<file path="src/rtl/myy_booth_datapath_if.sv">
// Bus between the Booth multiplier control unit (master) and its
// operational block (slave).
//   a, b : signed operands, driven by the master
//   y    : control word y[10:1], driven by the master
//   x    : logic conditions back to the master {RR sign, RB[-1], RB[0]}
//   p    : 2N-bit product {RR[N-1:0], RB}
interface myy_booth_datapath_if #(
    parameter int N = 4
);
    logic [N-1:0]   a;
    logic [N-1:0]   b;
    logic [10:1]    y;
    logic [2:0]     x;
    logic [2*N-1:0] p;

    modport master (
        output a,
        output b,
        output y,
        input  x,
        input  p
    );

    modport slave (
        input  a,
        input  b,
        input  y,
        output x,
        output p
    );
endinterface

</file>
<file path="src/rtl/myy_booth_datapath.sv">
// Operational block of a signed radix-2 Booth multiplier.
// Registers: RA (multiplicand), RB + RB[-1] (multiplier / low product),
// RR (N+1-bit accumulator / high product, wide enough that RR +/- RA
// never overflows for any operands).
// Ports:
//   clk  - rising-edge clock
//   set  - asynchronous active-high reset, clears every register
//   bus  - slave side of myy_booth_datapath_if (a, b, y in; x, p out)
module myy_booth_datapath #(
    parameter int N = 4
) (
    input logic                  clk,
    input logic                  set,
    myy_booth_datapath_if.slave  bus
);

    logic [N-1:0] ra_q, ra_d;
    logic [N-1:0] rb_q, rb_d;
    logic         rbm1_q, rbm1_d;
    logic [N:0]   rr_q, rr_d;

    logic [N:0]   ra_x;
    logic [N:0]   op;
    logic         cin;
    logic [N:0]   sum;

    // y10 is reserved and deliberately ignored.
    logic unused_y10;
    assign unused_y10 = bus.y[10];

    // Adder: RR + OP + cin; subtraction is RR + ~RAx + 1. Carry-out dropped.
    always_comb begin
        ra_x = {ra_q[N-1], ra_q};
        op   = '0;
        if (bus.y[6]) begin
            if (bus.y[5]) begin
                op = ~ra_x;
            end else if (bus.y[4]) begin
                op = ra_x;
            end
        end
        cin = bus.y[6] & bus.y[5];
        sum = rr_q + op + {{N{1'b0}}, cin};
    end

    always_comb begin
        ra_d   = ra_q;
        rb_d   = rb_q;
        rbm1_d = rbm1_q;
        rr_d   = rr_q;

        if (bus.y[1]) begin
            ra_d = bus.a;
        end

        if (bus.y[3]) begin
            if (bus.y[2]) begin
                rb_d   = bus.b;
                rbm1_d = 1'b0;
            end else begin
                // RR[0] enters from the left using the pre-edge RR, so a
                // simultaneous RR shift moves {RR, RB, RB[-1]} as one unit.
                rb_d   = {rr_q[0], rb_q[N-1:1]};
                rbm1_d = rb_q[0];
            end
        end

        if (bus.y[7]) begin
            if (bus.y[8]) begin
                rr_d = '0;
            end else if (bus.y[9]) begin
                rr_d = sum;
            end else begin
                rr_d = {rr_q[N], rr_q[N:1]};
            end
        end
    end

    always_ff @(posedge clk or posedge set) begin
        if (set) begin
            ra_q   <= '0;
            rb_q   <= '0;
            rbm1_q <= 1'b0;
            rr_q   <= '0;
        end else begin
            ra_q   <= ra_d;
            rb_q   <= rb_d;
            rbm1_q <= rbm1_d;
            rr_q   <= rr_d;
        end
    end

    assign bus.x = {rr_q[N], rbm1_q, rb_q[0]};
    assign bus.p = {rr_q[N-1:0], rb_q};

endmodule

</file>
<file path="src/flat_wrapper.sv">
// flat-port wrapper written by rule: the top's interface ports become plain ports
module myy_booth_datapath_flat 
#(
    parameter int N = 4
)
  (clk, set, bus_a, bus_b, bus_y, bus_x, bus_p);
  myy_booth_datapath_if #(.N(N)) bus_i ();
  input logic clk;
  input logic set;
  input wire logic [$bits(bus_i.a)-1:0] bus_a;
  input wire logic [$bits(bus_i.b)-1:0] bus_b;
  input wire logic [$bits(bus_i.y)-1:0] bus_y;
  output wire logic [$bits(bus_i.x)-1:0] bus_x;
  output wire logic [$bits(bus_i.p)-1:0] bus_p;
  assign bus_i.a = bus_a;
  assign bus_i.b = bus_b;
  assign bus_i.y = bus_y;
  assign bus_x = bus_i.x;
  assign bus_p = bus_i.p;
  myy_booth_datapath #(.N(N)) u_core (.clk(clk), .set(set), .bus(bus_i));
endmodule
</file>
<file path="config.mk">
export PLATFORM = sky130hd
export DESIGN_NAME = myy_booth_datapath_flat
export DESIGN_NICKNAME = d
export VERILOG_FILES = /design/src/rtl/myy_booth_datapath_if.sv /design/src/rtl/myy_booth_datapath.sv /design/src/flat_wrapper.sv
export SDC_FILE = /design/constraint.sdc
export NUM_CORES = 1
export LEC_CHECK = 0
export ABC_AREA = 1
export CAP_MARGIN = 20
export CORE_MARGIN = 5
export CORE_UTILIZATION = 45
export CTS_CLUSTER_DIAMETER = 120
export DETAILED_ROUTE_END_ITERATION = 12
export GPL_TIMING_DRIVEN = 0
export MAX_ROUTING_LAYER = met4
export PLACE_DENSITY = 0.8
export SYNTH_ARGS = -nofsm -noshare
export SYNTH_HDL_FRONTEND = slang
export SYNTH_SLANG_ARGS = --single-unit
export TNS_END_PERCENT = 1
</file>
<file path="constraint.sdc">
create_clock -name clk -period 4.13 [get_ports clk]
set_input_delay 0.6195 -clock clk [delete_from_list [all_inputs] [get_ports clk]]
set_output_delay 0.6195 -clock clk [all_outputs]
set_load 0.02 [all_outputs]
</file>
# After elaboration in Yosys (flattened, before gate mapping)

Index checks and enable logic that the tools add are counted.

Register bits after elaboration: 14
Input bits: 20
Output and inout port bits: 11
Logic and storage cells: 18

$add $sub $neg: 2
Muxes and demuxes: 7
Bitwise logic cells: 2
Reduce and logical (&&, ||, !) cells: 2

Operators with widths:

| operator           | count |
|---|---|
| $mux W5            | 5 |
| $add A5 B1 Y5      | 1 |
| $add A5 B5 Y5      | 1 |
| $not A5 Y5         | 1 |
| $mux W4            | 1 |
| $reduce_and A2 Y1  | 1 |
| $reduce_bool A2 Y1 | 1 |
| $and A1 B1 Y1      | 1 |
| $mux W1            | 1 |

# Longest topological paths before layout

Depth after elaboration: 7
Gate-level depth with buffers: 12
Depth with buffers taken out: 12

# Worst setup path before layout

OpenSTA, ideal clock, no wires.

Path type: input-to-reg
Start: input bus_y[4]
End: register u_core.rr_q[2]
Setup time: 83 ps
Arrival time: 2057 ps
Required time: 4047 ps
Setup slack: 1991 ps
Stages on the path: 10
Buffers on the path: 0
Cell sequence: inv_1 nand2_1 o22ai_1 fa_1 fa_1 nand2_1 inv_1 o21ai_0 o211ai_1 o21ai_0

Cells in the longest elaborated chain, start to end: 6
Elaborated cells on any way between the ends: 7
Classes of those cells: add/sub: 2; mux: 4; bitwise: 1

RTL lines:

| what                 | RTL line                 | RTL |
|---|---|---|
| from (decl)          | flat_wrapper.sv:12       | `input wire logic [$bits(bus_i.y)-1:0] bus_y;` |
| $mux W5              | myy_booth_datapath.sv:36 | `if (bus.y[5]) begin` |
| $mux W5              | myy_booth_datapath.sv:35 | `if (bus.y[6]) begin` |
| $add A5 B5 Y5        | myy_booth_datapath.sv:43 | `sum = rr_q + op + {{N{1'b0}}, cin};` |
| $add A5 B1 Y5 *      | myy_booth_datapath.sv:43 |  |
| $mux W5 *            | myy_booth_datapath.sv:71 | `end else if (bus.y[9]) begin` |
| $mux W5 *            | myy_booth_datapath.sv:69 | `if (bus.y[8]) begin` |
| to (signal assigned) | myy_booth_datapath.sv:89 | `rr_q <= rr_d;` |
| to (decl)            | myy_booth_datapath.sv:20 | `logic [N:0] rr_q, rr_d;` |

Every way passes the cells marked *; elsewhere a longest branch is shown, timed or not. The select of a mux whose other input is x is not followed.
A chain may end at the register's enable or synchronous reset.

# Final worst setup path

Same ends and word-level chain as after synthesis.

==> metrics <==
GRT Total Usage 17.5%; pin count of the biggest net entering global routing 15; headroom to the max-slew limit 65.9%; dpl hpwl 1.68 mm; TritonCTS buffer count 3; #FFs+latches synth 14; Setup violations, final 0; Tcrit/Tclk final 63.2%; grt ovf 0; clock slew at the register clock pins of the worst setup and hold paths 0.10 ns; Critical-path top delay cell clkdlybuf4s50_1; Clock Latency Late Sink 0.29 ns; # diodes 0; Leakage Power 0.601 nW; compound-gate portion of the synthesized area 12.6%; combinational family with the most area after synthesis simple AND/OR/NAND/NOR gates; Die Area 2960 um2; RSZ-0062 raised after global routing false; setup_tns 0 ns; DR iter-0 viols 16; row count 16; Post-Syn Area 886 um2; Die X-Extent 54.4 um; register area share after synthesis 39.5%; Critical Path End Type flop; PortBufs 28; worst slew pin tran 0.510 ns; Synth Area in XOR/XNOR 0%; CP arrival 2.82 ns; Setup WS pre-CTS 1.24 ns; core area 1920 um2; Synth area leader dfrtp_1; fmax 0.383 GHz; post-synthesis mux area share 3.81%; Vias/cell 5.01; Worst Path Required 4.34 ns; routed len/inst 11.7 um; antenna violations before repair 0; io pins 31; Worst Path Max Fanout 4; post-CTS sizing 0; synth unique cells 19; Tot Pwr 391 uW; CTS tree built; Routed Wire Length 2.03 mm; Clock Sink Count 14; via count 872; critical-path cell list clkdlybuf4s50_1, inv_1, nand2_1, o22ai_1, fa_1, fa_1, nand2_1, inv_1, o21ai_0, o211ai_1, o21ai_0; Final #Nets 173; Mean Syn Cell Area 7.70 um2; H-tree depth 1; Post-CTS Setup Bufs 0; crit-path max cell delay 0.53 ns; status finished clean; Net Count, Synth 140; Syn Inst Count 115; CTS root buffer clkbuf_4; detailed-route DRC error count 0; Synth Area in Adders 8.76%; Clock Skew 0.0122 ns; worst hold path type flop to flop; Max Root-Sink Buffers 2; fraction of layout cells with a size suffix above 1 9.52%; crit path time final 2.61 ns; Post-DRT Antenna Nets 0; Chip Height 54.4 um; PnR worst setup slack 1.52 ns; max-cap violation count 0; maximum vdd drop 0.217 mV; RePlAce Congestion 0.853; vias in the first global route 887; count of hold-fix buffers inserted at cts 0; DR pass1 iterations 4; Area Growth Syn to Fin 39.5%; initial core utilization 46.1%; Synth area leaders dfrtp_1 (40%), nand2_1 (14%), inv_1 (5.9%); Fin. Hold Viols 0; Synth Warn # 0; Cell Pwr Density 316 nW/um2; first-pass GRT wire length 3.58 mm; Startpoint Class primary input; count of pins over their slew limit 0; critical path class primary input to flop; Simple-Gate Fraction of Synth Area 26.7%; share of the synthesized area in the top cell type 39.5%
Yosys cell counts (all sizes together):
master,count
mux2,3
nand3,10
o211ai,1
nand4,3
a21oi,3
fa,2
nand2,34
inv,15
buf,3
o22ai,3
dfrtp,14
nor2,8
ha,3
o21ai,9
a31oi,4
cell families (layout without fill, tap and decap cells):
| group | after synthesis | count (layout) |
|---|---|---|
| and+or+nand+nor | 55 | 55 |
| adders and majority gates | 5 | 5 |
| AOI/OAI and AO/OA | 20 | 20 |
| buffers and inverters | 18 | 50 |
| muxes | 3 | 3 |
| DFF | 14 | 14 |
sequential cells by signal, indices dropped and copies added (netlist names):
signal and flops:
u_core.ra_q 4, u_core.rb_q 4, u_core.rbm1_q 1, u_core.rr_q 5
final cells by class:
cell class / count / area, um2
well taps: 27 / 33.8
plain buffers: 3 / 20.0
multi-input cells: 83 / 459
inverters: 15 / 56.3
repair buffers: 28 / 280
fillers: 181 / 686
flip-flops and latches: 14 / 350
clock buffers: 4 / 36.3
worst paths after layout:
check                                                   to                  startpoint  slack, ns  cells past startpoint
worst max-delay path            u_core.rr_q[2]$_DFFE_PP0P_                    bus_y[4]       1.52                     11
worst min-delay path             u_core.rbm1_q$_DFFE_PP0P_   u_core.rbm1_q$_DFFE_PP0P_       0.54                      2
worst max register to register  u_core.rr_q[2]$_DFFE_PP0P_  u_core.ra_q[0]$_DFFE_PP0P_       2.13                      9
worst min register to register   u_core.rbm1_q$_DFFE_PP0P_   u_core.rbm1_q$_DFFE_PP0P_       0.54                      2
max in group asynchronous       u_core.rr_q[0]$_DFFE_PP0P_                         set       3.12                      2
min in group asynchronous       u_core.ra_q[3]$_DFFE_PP0P_                         set       0.66                      2
power by group:
group	internal, mW	switching, mW
logic	0.0616	0.0618
clock network	0.0537	0.0477
registers	0.152	0.0145
total	0.267	0.124
cell usage in the layout (no fill, tap or decap):
cell type,n
a21oi_1,3
a31oi_1,4
buf_2,1
buf_4,2
clkbuf_4,3
clkbuf_8,1
clkdlybuf4s50_1,28
dfrtp_1,14
fa_1,2
ha_1,3
inv_1,14
inv_2,1
mux2_2,3
nand2_1,32
nand2_2,2
nand3_1,9
nand3_2,1
nand4_1,3
nor2_1,8
o211ai_1,1
o21ai_0,9
o22ai_1,3
routing by layer:
layer | track usage (%) | vias up | part of all wire, %
li1 | - | 443 | -
met1 | 18.9 | 397 | 43
met2 | 30.1 | 25 | 50
met3 | 1.91 | 7 | 4.4
met4 | 11.2 | 0 | 3.4
met5 | - | - | 0
per-stage QoR:
step	hold WS [ns]	utilization (%)	instance area, um2	cells
final	0.539	64.3	1240	174
after CTS	0.542	64.3	1240	174
after floorplan	0.497	-	886	115
after global routing	0.559	64.3	1240	174
after detailed placement	0.527	62.4	1200	170
after global placement	0.512	62.4	1200	170
worst max-delay path, delay by kind of cell:
| kind | cells | cell delay [ns] |
|---|---|---|
| adders and majority gates | 2 | 0.88 |
| and+or+nand+nor | 2 | 0.21 |
| buffers and inverters | 3 | 0.66 |
| AOI/OAI and AO/OA | 4 | 0.45 |
No activity file was read; power rests on OpenSTA's default activity.
